### src/rtl/mem_arbiter.sv
// mem_arbiter: two-master arbiter sequencing a single-port word RAM with
// registered read and byte-masked write. One transaction in flight at a time.
// M0 is the CPU load/store/fetch port, M1 is the debug/boot-loader port.
// Build option: define ARB_ROUND_ROBIN_EN for round-robin tie-breaking;
// leave it undefined for fixed priority with M0 winning ties.
module mem_arbiter #(
  parameter int ADDR_W      = 32,
  parameter int DATA_W      = 32,
  parameter int MEM_LATENCY = 1   // 1..15, fits the 4-bit wait counter
) (
  input  logic                  CLK,
  input  logic                  RESET,
  // master 0
  input  logic                  M0_REQ,
  input  logic [ADDR_W-1:0]     M0_ADDR,
  input  logic [DATA_W-1:0]     M0_WDATA,
  input  logic [DATA_W/8-1:0]   M0_WMASK,
  output logic                  m0_busy,
  output logic                  m0_done,
  output logic [DATA_W-1:0]     m0_rdata,
  // master 1
  input  logic                  M1_REQ,
  input  logic [ADDR_W-1:0]     M1_ADDR,
  input  logic [DATA_W-1:0]     M1_WDATA,
  input  logic [DATA_W/8-1:0]   M1_WMASK,
  output logic                  m1_busy,
  output logic                  m1_done,
  output logic [DATA_W-1:0]     m1_rdata,
  // RAM side
  output logic [ADDR_W-1:0]     mem_addr,
  output logic [DATA_W-1:0]     mem_wdata,
  output logic [DATA_W/8-1:0]   mem_wmask,
  input  logic [DATA_W-1:0]     MEM_RDATA
);

  typedef enum logic [1:0] {
    IDLE  = 2'd0,
    ISSUE = 2'd1,
    WAIT  = 2'd2,
    DONE  = 2'd3
  } state_t;

  localparam logic [3:0] LAST_WAIT = 4'(MEM_LATENCY - 1);

  state_t     state;
  logic [3:0] cnt;       // counts WAIT cycles for reads
  logic       owner;     // 0 = M0 owns the RAM, 1 = M1
  logic       grant_m1;  // arbitration result while in IDLE

`ifdef ARB_ROUND_ROBIN_EN
  logic       last;      // master granted most recently

  // Ties go to the master that was not granted last; a lone requester wins.
  always_comb begin
    if (M0_REQ && M1_REQ) grant_m1 = ~last;
    else                  grant_m1 = M1_REQ;
  end
`else
  // Fixed priority: M1 only wins when M0 is not asking.
  always_comb begin
    grant_m1 = M1_REQ && !M0_REQ;
  end
`endif

  // Transaction sequencer: all outputs are registered here so the RAM and the
  // masters see glitch-free strobes; RESET clears everything asynchronously,
  // which also withdraws a pending write enable immediately.
  always_ff @(posedge CLK or posedge RESET) begin
    if (RESET) begin
      state     <= IDLE;
      cnt       <= 4'd0;
      owner     <= 1'b0;
      m0_busy   <= 1'b0;
      m0_done   <= 1'b0;
      m0_rdata  <= '0;
      m1_busy   <= 1'b0;
      m1_done   <= 1'b0;
      m1_rdata  <= '0;
      mem_addr  <= '0;
      mem_wdata <= '0;
      mem_wmask <= '0;
`ifdef ARB_ROUND_ROBIN_EN
      last      <= 1'b1;
`endif
    end else begin
      case (state)
        IDLE: begin
          if (M0_REQ || M1_REQ) begin
            // Latch the winner's payload; later payload changes are ignored.
            owner     <= grant_m1;
            mem_addr  <= grant_m1 ? M1_ADDR  : M0_ADDR;
            mem_wdata <= grant_m1 ? M1_WDATA : M0_WDATA;
            mem_wmask <= grant_m1 ? M1_WMASK : M0_WMASK;
            m0_busy   <= !grant_m1;
            m1_busy   <= grant_m1;
`ifdef ARB_ROUND_ROBIN_EN
            last      <= grant_m1;
`endif
            state     <= ISSUE;
          end
        end

        ISSUE: begin
          // Write enables are live for exactly this one cycle.
          mem_wmask <= '0;
          cnt       <= 4'd0;
          if (|mem_wmask) begin
            // Writes complete without waiting and return zero data.
            if (owner) begin
              m1_done  <= 1'b1;
              m1_rdata <= '0;
            end else begin
              m0_done  <= 1'b1;
              m0_rdata <= '0;
            end
            state <= DONE;
          end else begin
            state <= WAIT;
          end
        end

        WAIT: begin
          if (cnt == LAST_WAIT) begin
            // RAM output is valid in the final wait cycle.
            if (owner) begin
              m1_done  <= 1'b1;
              m1_rdata <= MEM_RDATA;
            end else begin
              m0_done  <= 1'b1;
              m0_rdata <= MEM_RDATA;
            end
            cnt   <= 4'd0;
            state <= DONE;
          end else begin
            cnt <= cnt + 4'd1;
          end
        end

        DONE: begin
          m0_done <= 1'b0;
          m1_done <= 1'b0;
          m0_busy <= 1'b0;
          m1_busy <= 1'b0;
          state   <= IDLE;
        end

        default: begin
          state <= IDLE;
        end
      endcase
    end
  end

endmodule

### config.mk
export PLATFORM = sky130hd
export DESIGN_NAME = mem_arbiter
export DESIGN_NICKNAME = d
export VERILOG_FILES = /design/src/rtl/mem_arbiter.sv
export SDC_FILE = /design/constraint.sdc
export NUM_CORES = 1
export LEC_CHECK = 0
export CORE_MARGIN = 2
export CORE_UTILIZATION = 40
export DETAILED_ROUTE_END_ITERATION = 8
export DONT_BUFFER_PORTS = 1
export GPL_ROUTABILITY_DRIVEN = 0
export PLACE_DENSITY_LB_ADDON = 0.2
export SYNTH_ARGS = -nofsm -noshare
export SYNTH_HDL_FRONTEND = slang
export SYNTH_SLANG_ARGS = --single-unit
### constraint.sdc
create_clock -name CLK -period 6.7 [get_ports CLK]
set_input_delay 1.005 -clock CLK [delete_from_list [all_inputs] [get_ports CLK]]
set_output_delay 1.005 -clock CLK [all_outputs]
set_load 0.005 [all_outputs]
==> results of run 1 <==
[flip-flops by register name, indices dropped and copies added, names as in the netlist]
name	count
m0_busy	1
m1_busy	1
mem_wdata	32
m0_rdata	32
cnt	4
owner	1
state	2
m0_done	1
m1_rdata	32
mem_wmask	4
m1_done	1
mem_addr	32
[cells in the mapped netlist, types with 4 or more instances]
library cell  instances  share of area, %
inv_1                10              0.61
a21oi_1               6              0.49
nand2_1             164               9.9
o21ai_0             132                11
buf_2                 9              0.73
clkbuf_1             17               1.0
mux2i_1              70                11
clkbuf_2              4              0.32
ha_1                  6               1.2
buf_4                 6              0.73
o2bb2ai_1             4              0.57
nor2_1                4              0.24
dfrtp_1             143                58
[worst max path at each step]
stage / slack (ns) / start / cells after the start / end
6_report: 4.32 / state[0] / 7 / m1_rdata[7]
5_1_grt: 4.07 / state[0] / 7 / m0_rdata[13]
4_1_cts: 4.28 / state[0] / 7 / m1_rdata[7]
3_5_place_dp: 4.11 / M1_REQ / 4 / mem_addr[28]
3_3_place_gp: 4.14 / M1_REQ / 4 / mem_addr[28]
2_1_floorplan: 1.86 / RESET / 1 / cnt[0]
[cell families (layout without fill, tap and decap cells)]
family	count (synthesis)	count (layout)	synth area share [%]
multiplexers	71	71	11.5
AO/OA/AOI/OAI	155	155	14.0
AND/OR/NAND/NOR	179	179	11.4
flip-flops	143	143	57.8
adder cells (fa/ha/maj)	6	6	1.21
buffers and inverters	50	47	4.02
[cell type report]
cell class / instances / area, um^2
multi-input combinational: 411 / 2380
timing repair buffer: 6 / 45.0
sequential: 143 / 3580
inverter: 10 / 42.5
tap: 188 / 235
clock inverter: 12 / 138
fill: 1442 / 8280
clock buffer: 19 / 443
[power groups by stage]
stage / registers, mW / clock network (mW) / logic [mW]
2_1_floorplan: 1.47 / 0 / 0.736
3_3_place_gp: 1.61 / 0 / 0.808
3_5_place_dp: 1.62 / 0 / 0.849
4_1_cts: 1.60 / 0.952 / 0.848
5_1_grt: 1.63 / 0.986 / 0.982
6_report: 1.58 / 0.927 / 0.828
[critical path: stages, from the launching register on]
cell      delay [ns]
dfrtp_1         0.42
inv_1           0.12
ha_1            0.15
buf_4           0.38
inv_1           0.22
o221ai_4        0.22
buf_4           0.49
o21ai_0         0.21
[stage by stage]
stage	hold slack [ns]	instance area, um^2	setup WS (ns)
6_report	0.507	6860	4.32
5_1_grt	0.539	6860	4.07
4_1_cts	0.513	6860	4.28
3_5_place_dp	0.498	6280	4.11
3_3_place_gp	0.491	6280	4.14
2_1_floorplan	0.470	6190	1.86
[cells in the final DEF, fill, tap and decap left out, types with 2 or more instances in the layout]
cell	instances
clkbuf_16	17
nand3_1	2
inv_1	9
ha_1	6
dfrtp_1	143
o2bb2ai_1	4
nor2_1	4
bufinv_16	2
nand2_1	164
o21ai_0	131
o221ai_4	2
clkinv_4	4
clkinvlp_4	2
inv_6	3
a22o_1	2
nor3b_1	2
nand2b_1	2
clkinv_2	2
buf_4	6
mux2i_1	70
a21oi_1	6
[per-layer routing]
| layer | track usage (%) | share of wire [%] |
|---|---|---|
| met1 | 21.1 | 39 |
| met2 | 30.7 | 52 |
| met3 | 5.49 | 7.9 |
| met4 | 6.08 | 1.1 |
| met5 | 0 | 0 |
==> results.toml, run 1 <==
[timing]
setup_viol = 0
rsz0062_at_grt = "no"
clock-skew-final_ns = 0.0110
finalHoldViolCount = 0
period_share_pct = 35.5
fin_tns_setup_ns = 0
tightest_slew_ns = 1.10
drv_slew = 0
relSlewSlack_pct = 26.6
fmaxAchievable_mhz = 421
period_minus_slack_ns = 2.38

[clocking]
cts.repair.resized = 0
cts_buffer_depth = 2
numCtsBuffers = 17
cts_max_level = 4
cts.sinks = 143
cts_tree = "yes"
cts_root_buffer = "clkbuf_16"
cts-hold-fix-buffers = 0
clk_pin_slew_ns = 0.06
cts_setup_buffers = 0
clock_latency_ns = 0.42

[grt]
track_usage_pct = 17.8
grt.overflow.total = 0
grt_start_max_net_pins = 129
grt_pass1_vias = 4076
antenna_found_initial = 0
grt_pass1_wl_mm = 22.4

[power_and_ir_drop]
internal-power_mw = 2.07
seq_power_share_pct = 47.4
ir_worst_vdd_mv = 0.178
power_frac_clock_pct = 27.8
p_total_mw = 3.34
power_density_nw_per_um2 = 487
power.leakage_nw = 3.07
p_switching_mw = 1.27
swShare_pct = 37.9
combPwrFrac_pct = 24.8

[detailed_routing]
drt-initial-drc-count = 160
drt_wl_total_mm = 15.0
viasPerCell = 5.33
num_vias = 4208
drt_first_pass_iters = 6
route.detailed.drc = 0
ant_nets = 0
drt-wirelength-per-cell_um = 19.0

[critical_path]
worst-path-max-fanout = 64
critPathCaptureType = "flop"
required_ns = 6.97
r2r_cells = 7
r2r-start = "state[0]"
critPathKind = "flop to flop"
regToRegEndpoint = "m1_rdata[7]"
cp-start-kind = "flop"
cp.arrival_ns = 2.65
reg2reg_slack_ns = 4.32

[hold_path]
hp-class = "flop to flop"
min_to = "m0_rdata[25]"
hp-start = "m0_rdata[25]"
hold_depth = 2

[finish]
fin_nets = 767
drive_gt1_share_pct = 7.49
finish.utilization_pct = 45.3
final_cells = 789
areaGrowthSynthToFinish_pct = 10.9
n_antenna_cell = 0

[floorplanning]
rows = 45
die_h_um = 128
ioPinCount = 308
dieArea_um2 = 16500
initial_core_util_pct = 40.9
core_area_um2 = 15100
dieWidth_um = 128

[logic_synthesis]
synth.distinct_cells = 35
postSynthAreaPerCell_um2 = 10.2
synth_seq_cells = 143
synth_area_um2 = 6190
ys_warn_count = 0
yosys_most_used_dff = "dfrtp_1"
synthCells = 604
seq_area_frac_synth_pct = 57.8
syn-num-nets = 782
ys_async_sr_fraction_pct = 100
synth_edf_count = 0

[run]
drv_cap = 0

[placed_design]
dp.cells = 758
portBuffers = 0
hpwl_mm = 10.8

[status]
status = "finished, final reports clean"
Power figures use the tool's default switching activity.
==> inputs of run 2 (changes only) <==
==> constraint.sdc (replaced) <==
create_clock -name CLK -period 2.3 [get_ports CLK]
set_input_delay 0.345 -clock CLK [delete_from_list [all_inputs] [get_ports CLK]]
set_output_delay 0.345 -clock CLK [all_outputs]
set_load 0.005 [all_outputs]
==> run 2 against run 1 <==
Worst hold slack lost 0.47 ns; count of clock-buffer cells in the layout is 1 higher; design area up 1.9%; critical path depth fell by 3; die area stayed put; highest routed layer unchanged; largest cell class unchanged; clock power rose to 3.1 times the previous value; clock skew is 0.0047 ns lower.
==> results.toml, run 2 (same netlist as run 1, synthesis figures left out) <==
[finish]
final_common_cell = "nand2_1"
finish.utilization_pct = 46.2
n_antenna_cell = 0
drive_gt1_share_pct = 7.46
final_cells = 791
areaGrowthSynthToFinish_pct = 13.0
final_cell_mix = "nand2_1 (164), dfrtp_1 (143), o21ai_0 (131), mux2i_1 (70), clkbuf_16 (17)"
fin_nets = 770

[power_and_ir_drop]
ir_worst_vdd_mv = 0.505
internal-power_mw = 6.34
p_switching_mw = 3.63
seq_power_share_pct = 46.2
power_density_nw_per_um2 = 1430
power.leakage_nw = 3.13
power_frac_clock_pct = 28.5
swShare_pct = 36.4
combPwrFrac_pct = 25.4

[timing]
fin_hold_ws_ns = 0.0322
drv_slew = 0
period_share_pct = 82.6
fmaxAchievable_mhz = 527
finalHoldViolCount = 0
tightest_slew_ns = 0.614
fin_tns_setup_ns = 0
setup_slack_ns = 0.401
setup_viol = 0
period_minus_slack_ns = 1.90
clock-skew-final_ns = 0.00631
rsz0062_at_grt = "no"
relSlewSlack_pct = 58.9

[clocking]
clock_latency_ns = 0.41
clk_pin_slew_ns = 0.06
cts_root_buffer = "clkbuf_16"
cts.sinks = 143
cts_tree = "yes"
numCtsBuffers = 17
cts_max_level = 4
cts_setup_buffers = 0
cts_buffer_depth = 2

[placed_design]
pre_cts_slack_ns = 0.410
dp.cells = 760
portBuffers = 0
hpwl_mm = 10.7

[detailed_routing]
drt_first_pass_iters = 4
drt-initial-drc-count = 184
route.detailed.drc = 0
num_vias = 4194
drt_wl_total_mm = 14.7
drt-wirelength-per-cell_um = 18.5
ant_nets = 0
viasPerCell = 5.30

[grt]
antenna_found_initial = 0
track_usage_pct = 17.3
grt_start_max_net_pins = 85
grt.overflow.total = 0
grt_pass1_vias = 4024
grt_pass1_wl_mm = 21.8

[critical_path]
critPathCaptureType = "flop"
critPathKind = "flop to flop"
cp-start-kind = "flop"
required_ns = 2.58
worst-path-max-fanout = 64
cp.arrival_ns = 2.18

[run]
drv_cap = 0

[floorplanning]
rows = 45
die_h_um = 128
initial_core_util_pct = 40.9
core_area_um2 = 15100
dieArea_um2 = 16500
ioPinCount = 308
dieWidth_um = 128

[status]
status = "finished, final reports clean"

[hold_path]
hp-class = "input port to flop"
-- run 2: changes by cell type in the layout (fill, tap and decap cells not counted), moves of 2 or more --
cell,before,now
buf_12,0,6
buf_4,6,2
bufinv_16,2,4
inv_6,3,0
-- run 2: power by group through the flow --
| stage | combinational, mW | clock, mW | sequential, mW |
|---|---|---|---|
| after floorplan | 2.15 | 0 | 4.29 |
| after global placement | 2.45 | 0 | 4.67 |
| after detailed placement | 2.56 | 0 | 4.68 |
| after CTS | 2.57 | 2.91 | 4.65 |
| after global routing | 2.95 | 3.02 | 4.74 |
| final | 2.53 | 2.84 | 4.61 |
-- run 2: layout make-up --
type	instances	area [um^2]
well taps	188	235
inverters	10	41.3
flip-flops and latches	143	3580
clock buffers	20	447
fillers	1426	8160
repair buffers	9	145
multi-input cells	411	2380
clock inverters	10	164
-- run 2: path summary, 6_finish.rpt --
kind | startpoint | end | slack [ns] | cells past startpoint
setup / recovery | mem_wmask[0] | m0_rdata[18] | 0.40 | 4
hold / removal | M0_REQ | owner | 0.03 | 1
setup reg to reg | mem_wmask[0] | m0_rdata[18] | 0.40 | 4
hold reg to reg | m1_rdata[19] | m1_rdata[19] | 0.50 | 2
max in group asynchronous | RESET | mem_wdata[7] | 1.40 | 3
min in group asynchronous | RESET | mem_wmask[3] | 0.56 | 3
-- run 2: metal layers --
| layer | vias up | global-route usage [%] | routed length (um) |
|---|---|---|---|
| li1 | 2021 | - | - |
| met1 | 1956 | 20.1 | 5650 |
| met2 | 200 | 29.5 | 7480 |
| met3 | 17 | 6.24 | 1320 |
| met4 | 0 | 5.95 | 204 |
| met5 | - | 0 | 0 |
-- run 2: worst max-delay path: stages (launching register included) --
cell,delay (ns)
dfrtp_1,0.40
or4_1,0.69
o221ai_4,0.24
buf_12,0.26
o21ai_0,0.14
-- run 2: per-stage QoR --
stage / instance area [um^2] / total power [mW]
floorplan: 6190 / 6.43
global placement: 6370 / 7.11
detailed placement: 6370 / 7.24
CTS: 6990 / 10.1
global route: 6990 / 10.7
finish: 6990 / 9.98
-- run 2: repair_timing --
action | 4_1_cts | 5_1_grt
resized for setup | 0 | 0
hold buffers | 1 | 0
hold endpoints to repair | 143 | 0
